File: config.mk
export PLATFORM = sky130hd
export DESIGN_NAME = sa_pe_dbuf_flat
export DESIGN_NICKNAME = d
export VERILOG_FILES = /design/src/rtl/sa_pe_dbuf_if.sv /design/src/rtl/sa_pe_dbuf.sv /design/src/flat_wrapper.sv
export SDC_FILE = /design/constraint.sdc
export NUM_CORES = 1
export LEC_CHECK = 0
export BUFFER_PORTS_ARGS = -buffer_cell sky130_fd_sc_hd__buf_2
export CAP_MARGIN = 20
export CORE_ASPECT_RATIO = 1.75
export CORE_MARGIN = 4
export CORE_UTILIZATION = 50
export CTS_CLUSTER_DIAMETER = 60
export DETAILED_ROUTE_END_ITERATION = 10
export GPL_ROUTABILITY_DRIVEN = 0
export PLACE_DENSITY = 0.78
export RECOVER_POWER = 25
export SYNTH_ARGS = -nofsm -noshare
export SYNTH_HDL_FRONTEND = slang
export SYNTH_SLANG_ARGS = --single-unit
File: constraint.sdc
create_clock -name clk -period 22 [get_ports clk]
set_input_delay 4.4 -clock clk [delete_from_list [all_inputs] [get_ports clk]]
set_output_delay 4.4 -clock clk [all_outputs]
set_load 0.1 [all_outputs]
File: src/rtl/sa_pe_dbuf_if.sv
// Bundled handshake/data signals of one double-buffered systolic PE (west/north inputs, east/south outputs).
// slave = PE side, master = the neighbour or bench that feeds it.
interface sa_pe_dbuf_if #(
    parameter int MUL_DATAWIDTH = 8,
    parameter int ADD_DATAWIDTH = 32,
    parameter int NUM_WEIGHTS   = 4
);
    localparam int WSEL_W = (NUM_WEIGHTS > 1) ? $clog2(NUM_WEIGHTS) : 1;

    logic                     i_load_valid;
    logic [WSEL_W-1:0]        i_load_slot;
    logic [MUL_DATAWIDTH-1:0] i_weight;
    logic                     i_swap;
    logic                     i_act_valid;
    logic [MUL_DATAWIDTH-1:0] i_act;
    logic [WSEL_W-1:0]        i_wsel;
    logic [ADD_DATAWIDTH-1:0] i_psum;
    logic                     i_clr_ovf;

    logic                     o_load_valid;
    logic [WSEL_W-1:0]        o_load_slot;
    logic [MUL_DATAWIDTH-1:0] o_weight;
    logic                     o_swap;
    logic                     o_act_valid;
    logic [MUL_DATAWIDTH-1:0] o_act;
    logic [WSEL_W-1:0]        o_wsel;
    logic                     o_psum_valid;
    logic [ADD_DATAWIDTH-1:0] o_psum;
    logic                     o_ovf;

    modport slave (
        input  i_load_valid, i_load_slot, i_weight, i_swap,
        input  i_act_valid, i_act, i_wsel, i_psum, i_clr_ovf,
        output o_load_valid, o_load_slot, o_weight, o_swap,
        output o_act_valid, o_act, o_wsel, o_psum_valid, o_psum, o_ovf
    );

    modport master (
        output i_load_valid, i_load_slot, i_weight, i_swap,
        output i_act_valid, i_act, i_wsel, i_psum, i_clr_ovf,
        input  o_load_valid, o_load_slot, o_weight, o_swap,
        input  o_act_valid, o_act, o_wsel, o_psum_valid, o_psum, o_ovf
    );
endinterface

File: src/rtl/sa_pe_dbuf.sv
// Systolic PE with shadow/active weight banks; SA_PE_SAT_EN selects saturating add + sticky o_ovf.
// Latency: 1 cycle for MAC result and for load/swap/activation forwarding; 1 MAC per cycle.
// Backpressure: none -- valid-only flow, every valid input is consumed on the edge it is seen.
module sa_pe_dbuf #(
    parameter int MUL_DATAWIDTH = 8,
    parameter int ADD_DATAWIDTH = 32,
    parameter int NUM_WEIGHTS   = 4
) (
    input  logic             clk,
    input  logic             rst_n,
    sa_pe_dbuf_if.slave      pe
);
    localparam int WSEL_W = (NUM_WEIGHTS > 1) ? $clog2(NUM_WEIGHTS) : 1;
    localparam int PROD_W = 2 * MUL_DATAWIDTH;

    generate
        if (ADD_DATAWIDTH < PROD_W) begin : g_bad_add_width
            $error("sa_pe_dbuf: ADD_DATAWIDTH must be >= 2*MUL_DATAWIDTH");
        end
        if (NUM_WEIGHTS < 1) begin : g_bad_num_weights
            $error("sa_pe_dbuf: NUM_WEIGHTS must be >= 1");
        end
    endgenerate

    logic signed [MUL_DATAWIDTH-1:0] shadow [NUM_WEIGHTS];
    logic signed [MUL_DATAWIDTH-1:0] active [NUM_WEIGHTS];

    logic signed [MUL_DATAWIDTH-1:0] act_s;
    logic signed [MUL_DATAWIDTH-1:0] w_rd;
    logic signed [PROD_W-1:0]        prod;
    logic signed [ADD_DATAWIDTH-1:0] prod_ext;
    logic [ADD_DATAWIDTH-1:0]        sum_res;
    logic                            load_in_range;
    logic                            wsel_in_range;

    assign act_s         = pe.i_act;
    assign load_in_range = (32'(pe.i_load_slot) < NUM_WEIGHTS);
    assign wsel_in_range = (32'(pe.i_wsel) < NUM_WEIGHTS);

`ifdef SA_PE_SAT_EN
    logic [ADD_DATAWIDTH:0] sum_wide;
    logic                   clamp;
    logic                   ovf_q;
`endif

    // Read port sees the active bank as it stood before the edge; out-of-range selects read zero.
    always_comb begin
        w_rd     = '0;
        prod     = '0;
        prod_ext = '0;
        sum_res  = '0;
`ifdef SA_PE_SAT_EN
        sum_wide = '0;
        clamp    = 1'b0;
`endif
        if (wsel_in_range) begin
            w_rd = active[pe.i_wsel];
        end
        prod     = PROD_W'(act_s) * PROD_W'(w_rd);
        prod_ext = ADD_DATAWIDTH'(prod);
`ifdef SA_PE_SAT_EN
        sum_wide = {pe.i_psum[ADD_DATAWIDTH-1], pe.i_psum}
                 + {prod_ext[ADD_DATAWIDTH-1], prod_ext};
        clamp    = sum_wide[ADD_DATAWIDTH] ^ sum_wide[ADD_DATAWIDTH-1];
        if (clamp) begin
            sum_res = sum_wide[ADD_DATAWIDTH] ? {1'b1, {(ADD_DATAWIDTH-1){1'b0}}}
                                              : {1'b0, {(ADD_DATAWIDTH-1){1'b1}}};
        end else begin
            sum_res = sum_wide[ADD_DATAWIDTH-1:0];
        end
`else
        sum_res  = pe.i_psum + prod_ext;
`endif
    end

    // Vertical path: load/swap forwarding plus the double-buffered weight banks.
    always_ff @(posedge clk or negedge rst_n) begin
        if (!rst_n) begin
            pe.o_load_valid <= 1'b0;
            pe.o_load_slot  <= '0;
            pe.o_weight     <= '0;
            pe.o_swap       <= 1'b0;
            for (int k = 0; k < NUM_WEIGHTS; k++) begin
                shadow[k] <= '0;
                active[k] <= '0;
            end
        end else begin
            pe.o_load_valid <= pe.i_load_valid;
            pe.o_swap       <= pe.i_swap;
            if (pe.i_load_valid) begin
                pe.o_load_slot <= pe.i_load_slot;
                pe.o_weight    <= pe.i_weight;
            end
            // NBA semantics make a same-edge write land in shadow only, after the copy.
            if (pe.i_swap) begin
                for (int k = 0; k < NUM_WEIGHTS; k++) begin
                    active[k] <= shadow[k];
                end
            end
            if (pe.i_load_valid && load_in_range) begin
                shadow[pe.i_load_slot] <= pe.i_weight;
            end
        end
    end

    // Horizontal path: MAC result and activation forwarding.
    always_ff @(posedge clk or negedge rst_n) begin
        if (!rst_n) begin
            pe.o_act_valid  <= 1'b0;
            pe.o_act        <= '0;
            pe.o_wsel       <= '0;
            pe.o_psum_valid <= 1'b0;
            pe.o_psum       <= '0;
        end else begin
            pe.o_act_valid  <= pe.i_act_valid;
            pe.o_psum_valid <= pe.i_act_valid;
            if (pe.i_act_valid) begin
                pe.o_act  <= pe.i_act;
                pe.o_wsel <= pe.i_wsel;
                pe.o_psum <= sum_res;
            end
        end
    end

`ifdef SA_PE_SAT_EN
    always_ff @(posedge clk or negedge rst_n) begin
        if (!rst_n) begin
            ovf_q <= 1'b0;
        end else if (pe.i_clr_ovf) begin
            ovf_q <= 1'b0;
        end else if (pe.i_act_valid && clamp) begin
            ovf_q <= 1'b1;
        end
    end
    assign pe.o_ovf = ovf_q;
`else
    logic unused_clr_ovf;
    assign unused_clr_ovf = pe.i_clr_ovf;
    assign pe.o_ovf       = 1'b0;
`endif
endmodule

File: src/flat_wrapper.sv
// flat-port wrapper written by rule: the top's interface ports become plain ports
module sa_pe_dbuf_flat 
#(
    parameter int MUL_DATAWIDTH = 8,
    parameter int ADD_DATAWIDTH = 32,
    parameter int NUM_WEIGHTS   = 4
)
  (clk, rst_n, pe_i_load_valid, pe_i_load_slot, pe_i_weight, pe_i_swap, pe_i_act_valid, pe_i_act, pe_i_wsel, pe_i_psum, pe_i_clr_ovf, pe_o_load_valid, pe_o_load_slot, pe_o_weight, pe_o_swap, pe_o_act_valid, pe_o_act, pe_o_wsel, pe_o_psum_valid, pe_o_psum, pe_o_ovf);
  sa_pe_dbuf_if #(.MUL_DATAWIDTH(MUL_DATAWIDTH), .ADD_DATAWIDTH(ADD_DATAWIDTH), .NUM_WEIGHTS(NUM_WEIGHTS)) pe_i ();
  input  logic clk;
  input  logic rst_n;
  input wire logic [$bits(pe_i.i_load_valid)-1:0] pe_i_load_valid;
  input wire logic [$bits(pe_i.i_load_slot)-1:0] pe_i_load_slot;
  input wire logic [$bits(pe_i.i_weight)-1:0] pe_i_weight;
  input wire logic [$bits(pe_i.i_swap)-1:0] pe_i_swap;
  input wire logic [$bits(pe_i.i_act_valid)-1:0] pe_i_act_valid;
  input wire logic [$bits(pe_i.i_act)-1:0] pe_i_act;
  input wire logic [$bits(pe_i.i_wsel)-1:0] pe_i_wsel;
  input wire logic [$bits(pe_i.i_psum)-1:0] pe_i_psum;
  input wire logic [$bits(pe_i.i_clr_ovf)-1:0] pe_i_clr_ovf;
  output wire logic [$bits(pe_i.o_load_valid)-1:0] pe_o_load_valid;
  output wire logic [$bits(pe_i.o_load_slot)-1:0] pe_o_load_slot;
  output wire logic [$bits(pe_i.o_weight)-1:0] pe_o_weight;
  output wire logic [$bits(pe_i.o_swap)-1:0] pe_o_swap;
  output wire logic [$bits(pe_i.o_act_valid)-1:0] pe_o_act_valid;
  output wire logic [$bits(pe_i.o_act)-1:0] pe_o_act;
  output wire logic [$bits(pe_i.o_wsel)-1:0] pe_o_wsel;
  output wire logic [$bits(pe_i.o_psum_valid)-1:0] pe_o_psum_valid;
  output wire logic [$bits(pe_i.o_psum)-1:0] pe_o_psum;
  output wire logic [$bits(pe_i.o_ovf)-1:0] pe_o_ovf;
  assign pe_i.i_load_valid = pe_i_load_valid;
  assign pe_i.i_load_slot = pe_i_load_slot;
  assign pe_i.i_weight = pe_i_weight;
  assign pe_i.i_swap = pe_i_swap;
  assign pe_i.i_act_valid = pe_i_act_valid;
  assign pe_i.i_act = pe_i_act;
  assign pe_i.i_wsel = pe_i_wsel;
  assign pe_i.i_psum = pe_i_psum;
  assign pe_i.i_clr_ovf = pe_i_clr_ovf;
  assign pe_o_load_valid = pe_i.o_load_valid;
  assign pe_o_load_slot = pe_i.o_load_slot;
  assign pe_o_weight = pe_i.o_weight;
  assign pe_o_swap = pe_i.o_swap;
  assign pe_o_act_valid = pe_i.o_act_valid;
  assign pe_o_act = pe_i.o_act;
  assign pe_o_wsel = pe_i.o_wsel;
  assign pe_o_psum_valid = pe_i.o_psum_valid;
  assign pe_o_psum = pe_i.o_psum;
  assign pe_o_ovf = pe_i.o_ovf;
  sa_pe_dbuf #(.MUL_DATAWIDTH(MUL_DATAWIDTH), .ADD_DATAWIDTH(ADD_DATAWIDTH), .NUM_WEIGHTS(NUM_WEIGHTS)) u_core (.clk(clk), .rst_n(rst_n), .pe(pe_i));
endmodule
### Yosys cells after proc, flatten, opt, wreduce, memory -nomap -nowiden

Index checks and enable logic that the tools add are counted.

* muxes and demuxes: 6
* $add $sub $neg: 1
* multiply operators: 1
* reductions and logical operators: 1
* bitwise operators: 2
* $lt $le $gt $ge: 3

Operator list (count)
* 32-bit adder: 1
* 32-bit bitwise mux: 1
* 8-bit two-way mux: 3
* 8-bit binary-select mux with 2-bit select: 1
* 8-bit demux with 2-bit select: 1
* 8-bit by 8-bit multiplier with 16-bit output: 1
* 3-bit greater-or-equal comparator, second input constant: 2
* 2-bit NOT with 3-bit output: 2
* 3-bit by 1-bit less-than comparator with 1-bit output, second input constant: 1
* 1-bit logical AND: 1

* bits of input ports: 58
* flip-flop bits (word level): 119

### Depth between registers and ports, before layout

* depth in word-level cells: 6
* gate-level depth with buffers: 30

### Least setup slack after synthesis

Ideal clock, no wire load.

* path kind: input port to flip-flop
* start: input pe_i_wsel[0]
* end: register u_core.pe.o_psum[25]
* stages: 26
* data required time: 21.875 ns
* library setup time: 0.125 ns
* path slack: 10.097 ns
* data arrival time: 11.777 ns
* path buffers: 1
* cells stage by stage: clkbuf_1 > mux2_2 > o21ai_1 > or2_2 > fa_1 > fa_1 > inv_1 > fa_1 > inv_1 > fa_1 > inv_1 > ha_1 > o21ai_0 > nor2_1 > o41ai_2 > o211ai_1 > o41ai_2 > xnor2_1 > ha_1 > a22o_1 > or4_1 > o2bb2ai_1 > a2111oi_2 > or3_1 > xor2_1 > mux2_2

* longest elaborated chain between the ends: 6

RTL lines
* from (decl): RTL line flat_wrapper.sv:18 `input wire logic [$bits(pe_i.i_wsel)-1:0] pe_i_wsel;`
* 2-bit NOT with 3-bit output (implied by the code): RTL line sa_pe_dbuf.sv:57 `w_rd = active[pe.i_wsel];`
* 8-bit binary-select mux with 2-bit select: RTL line sa_pe_dbuf.sv:57
* 8-bit two-way mux (implied by the code) (2 in series): RTL line sa_pe_dbuf.sv:57
* 8-bit by 8-bit multiplier with 16-bit output: RTL line sa_pe_dbuf.sv:59 `prod = PROD_W'(act_s) * PROD_W'(w_rd);`
* 32-bit adder: RTL line sa_pe_dbuf.sv:72 `sum_res = pe.i_psum + prod_ext;`
* to (signal assigned): RTL line sa_pe_dbuf.sv:120 `pe.o_psum <= sum_res;`
* to (decl): RTL line sa_pe_dbuf_if.sv:35 `output o_act_valid, o_act, o_wsel, o_psum_valid, o_psum, o_ovf`

No other way between the ends. The select of a mux whose other input is x is not followed.
A chain may end at the register's enable or synchronous reset.

### Final worst setup path

* start: input pe_i_wsel[0]
* end: register u_core.pe.o_psum[29]

Same word-level chain as after synthesis.

==> flow_summary.ini <==
[synth]
synth_ff_type = dfrtp_1
yosys_warnings = 0
synth_top_area_share_pct = 33.8
syn_area_mm2 = 0.00880
ys_seq_area_share_pct = 33.8
synth.largest_area_cell = dfrtp_1
syn_nets = 981
synth_edf_count = 0
async_flop_share_pct = 100
syn_area_per_cell_um2 = 10.9
synth-seq-cells = 119
synth_area_leaders = dfrtp_1, mux2_2, fa_1
ys_types = 66
syn_inst = 805

[clocking]
tritoncts = done
clkSlewWorstSetupHoldPaths_ns = 0.06
worstSkewPairLatency_ns = 0.42
post_cts_buffers = 0
cts_root_buf = clkbuf_16
clockBufferDepth = 2
h-tree-depth = 4
cts_buffers = 17
hold_buffers = 0
cts_resized = 0
numClockSinks = 119

[routing]
routed_wl_mm = 19.9
vias = 6313
ant_nets = 0
drc_errors = 0
wl_per_cell_um = 17.1
drt_pass1_iterations = 4
drtIter0Drc = 184
vias_per_cell = 5.44

[finish]
areaGrowthSynthToFinish_pct = 15.4
drive_above_1_share_pct = 28.8
antenna_cells = 0
design_area_mm2 = 0.0102
final_nets = 1093
fillCellCount = 1457
final-instance-count-excl-fill = 1160

[floorplanning]
rows = 64
die_height_um = 184
die-area_mm2 = 0.0199
core-area_mm2 = 0.0174
boundaryPins = 115
start_util_pct = 50.7
die_w_um = 108

[sta]
skew_ns = 0.00837
holdWs_ns = 0.481
finalCriticalPeriod_ns = 11.82
fmax_mhz = 84.6
slew_headroom_pct = -114
report.final.hold_viol_count = 0
fin_tns_setup_ns = 0
min_period_over_period_pct = 53.7
tightest_slew_ns = 3.22
rsz0062_at_grt = false
setup_viol_count_final = 0
finalMaxSlewViolations = 143

[worst_setup_path]
path_common_cell = fa_1
end_kind = flip-flop
critPathRequiredTime_ns = 22.34
crit_start = pe_i_wsel[0]
timing_worst_setup_path_type = in -> reg
critical-path-max-stage-delay_ns = 0.60
path_max_fanout = 17
regToRegSetupSlack_ns = 14.20
crit_arrival_ns = 12.16
start_kind = input pin
rr_startpoint = u_core.active[23]
cp_slowest_cell = o21ai_1

[global_routing]
overflow = 0
grt_pass1_wl_mm = 33.4
grt_max_degree = 65
antenna_found_initial = 0
grt.total_usage_pct = 21.4
grt_pass1_vias = 6889

[run]
maxCapViolCount = 3

[placed_design]
hpwl_mm = 14.8
placed_area_mm2 = 0.00959
port_buffers = 112
place_inst = 1129

[worst_hold_path]
hp-start = u_core.pe.o_psum[5]
hold_class = reg -> reg

[status]
violations = capacitance limit, slew limit
status = finished, violations left
==> synth_stat cells, types with 9 or more instances <==
library cell	instances
a21oi_1	29
nand3_1	16
dfrtp_1	119
and2_1	46
nand2_1	31
mux2_2	106
fa_1	56
o21ai_0	23
clkbuf_1	13
xnor2_1	27
ha_1	62
inv_1	104
xor2_1	9
a21o_1	12
nor2_1	34
==> cell families (layout without fill, tap and decap cells) <==
group                      count (synthesis)  in the layout  share of synthesized area (%)
and+or+nand+nor                          166            166                           9.91
buffers and inverters                    127            251                           5.50
adders and majority gates                118            118                           21.5
other                                      1              1                         0.0426
muxes                                    115            115                           15.6
DFF                                      119            119                           33.8
xor gates and xnor gates                  37             37                           3.84
AOI/OAI and AO/OA                        122            122                           9.71
==> per-layer routing <==
metal,GRT usage (%),vias to the layer above,part of all wire [%]
li1,-,2973,-
met1,23.7,3174,38
met2,40.0,127,56
met3,3.69,39,3.3
met4,8.70,0,3.1
met5,0,-,0
==> final cells by class <==
type | instances | area, µm² | area share (%)
inverter | 105 | 394 | 3.88
sequential | 119 | 2980 | 29.3
clock buffer | 20 | 457 | 4.49
clock inverter | 11 | 124 | 1.22
tap | 231 | 289 | 2.84
multi-input combinational | 559 | 5350 | 52.6
timing repair buffer | 115 | 576 | 5.66
==> cell usage in the layout, fill, tap and decap left out, types with 4 or more instances in the layout <==
cell	instances
buf_2	109
o21a_1	5
xor2_1	9
inv_1	104
clkbuf_1	5
and2_1	46
xnor2_1	27
nand2_1	31
clkbuf_16	17
nor2_1	34
ha_1	62
nand3b_1	5
o21bai_1	8
mux4_2	7
a21o_1	12
clkinv_2	4
fa_1	56
a211oi_1	7
mux2_2	106
o21ai_0	23
a21oi_1	29
dfrtp_1	119
nor3_1	7
nand3_1	16
==> per-stage QoR <==
stage	utilization (%)	setup WS [ns]
floorplan	-	10.10
global placement	55.2	9.90
detailed placement	55.2	9.76
CTS	58.5	10.19
global route	58.5	9.49
finish	58.5	10.18
==> worst paths after layout <==
| path | to | cells after the start |
|---|---|---|
| min | u_core.pe.o_psum[5] | 2 |
| max in group asynchronous | u_core.shadow[21] | 2 |
| max | u_core.pe.o_psum[29] | 27 |
| min in group asynchronous | u_core.pe.o_act[3] | 1 |
| min reg2reg | u_core.pe.o_psum[5] | 2 |
| max reg2reg | u_core.pe.o_psum[29] | 26 |
==> critical path, delay by kind of cell <==
family / cells / cell delay, ns
compound gates: 10 / 2.83
simple gates: 4 / 1.00
fa+ha+maj: 6 / 2.64
buf+inv: 5 / 0.75
mux: 1 / 0.38
xor+xnor: 1 / 0.17
==> sequential cells by signal (all words and copies together) (netlist names) <==
signal and flops:
u_core.pe.o_load_slot 2, u_core.pe.o_wsel 2, u_core.pe.o_weight 8, u_core.shadow 32, u_core.pe.o_load_valid 1, u_core.pe.o_psum 32, u_core.pe.o_act 8, u_core.pe.o_act_valid 1
u_core.pe.o_swap 1, u_core.active 32
Power is not shown: default switching activity piles up to over one toggle a cycle in this logic, so the estimate is an artifact.
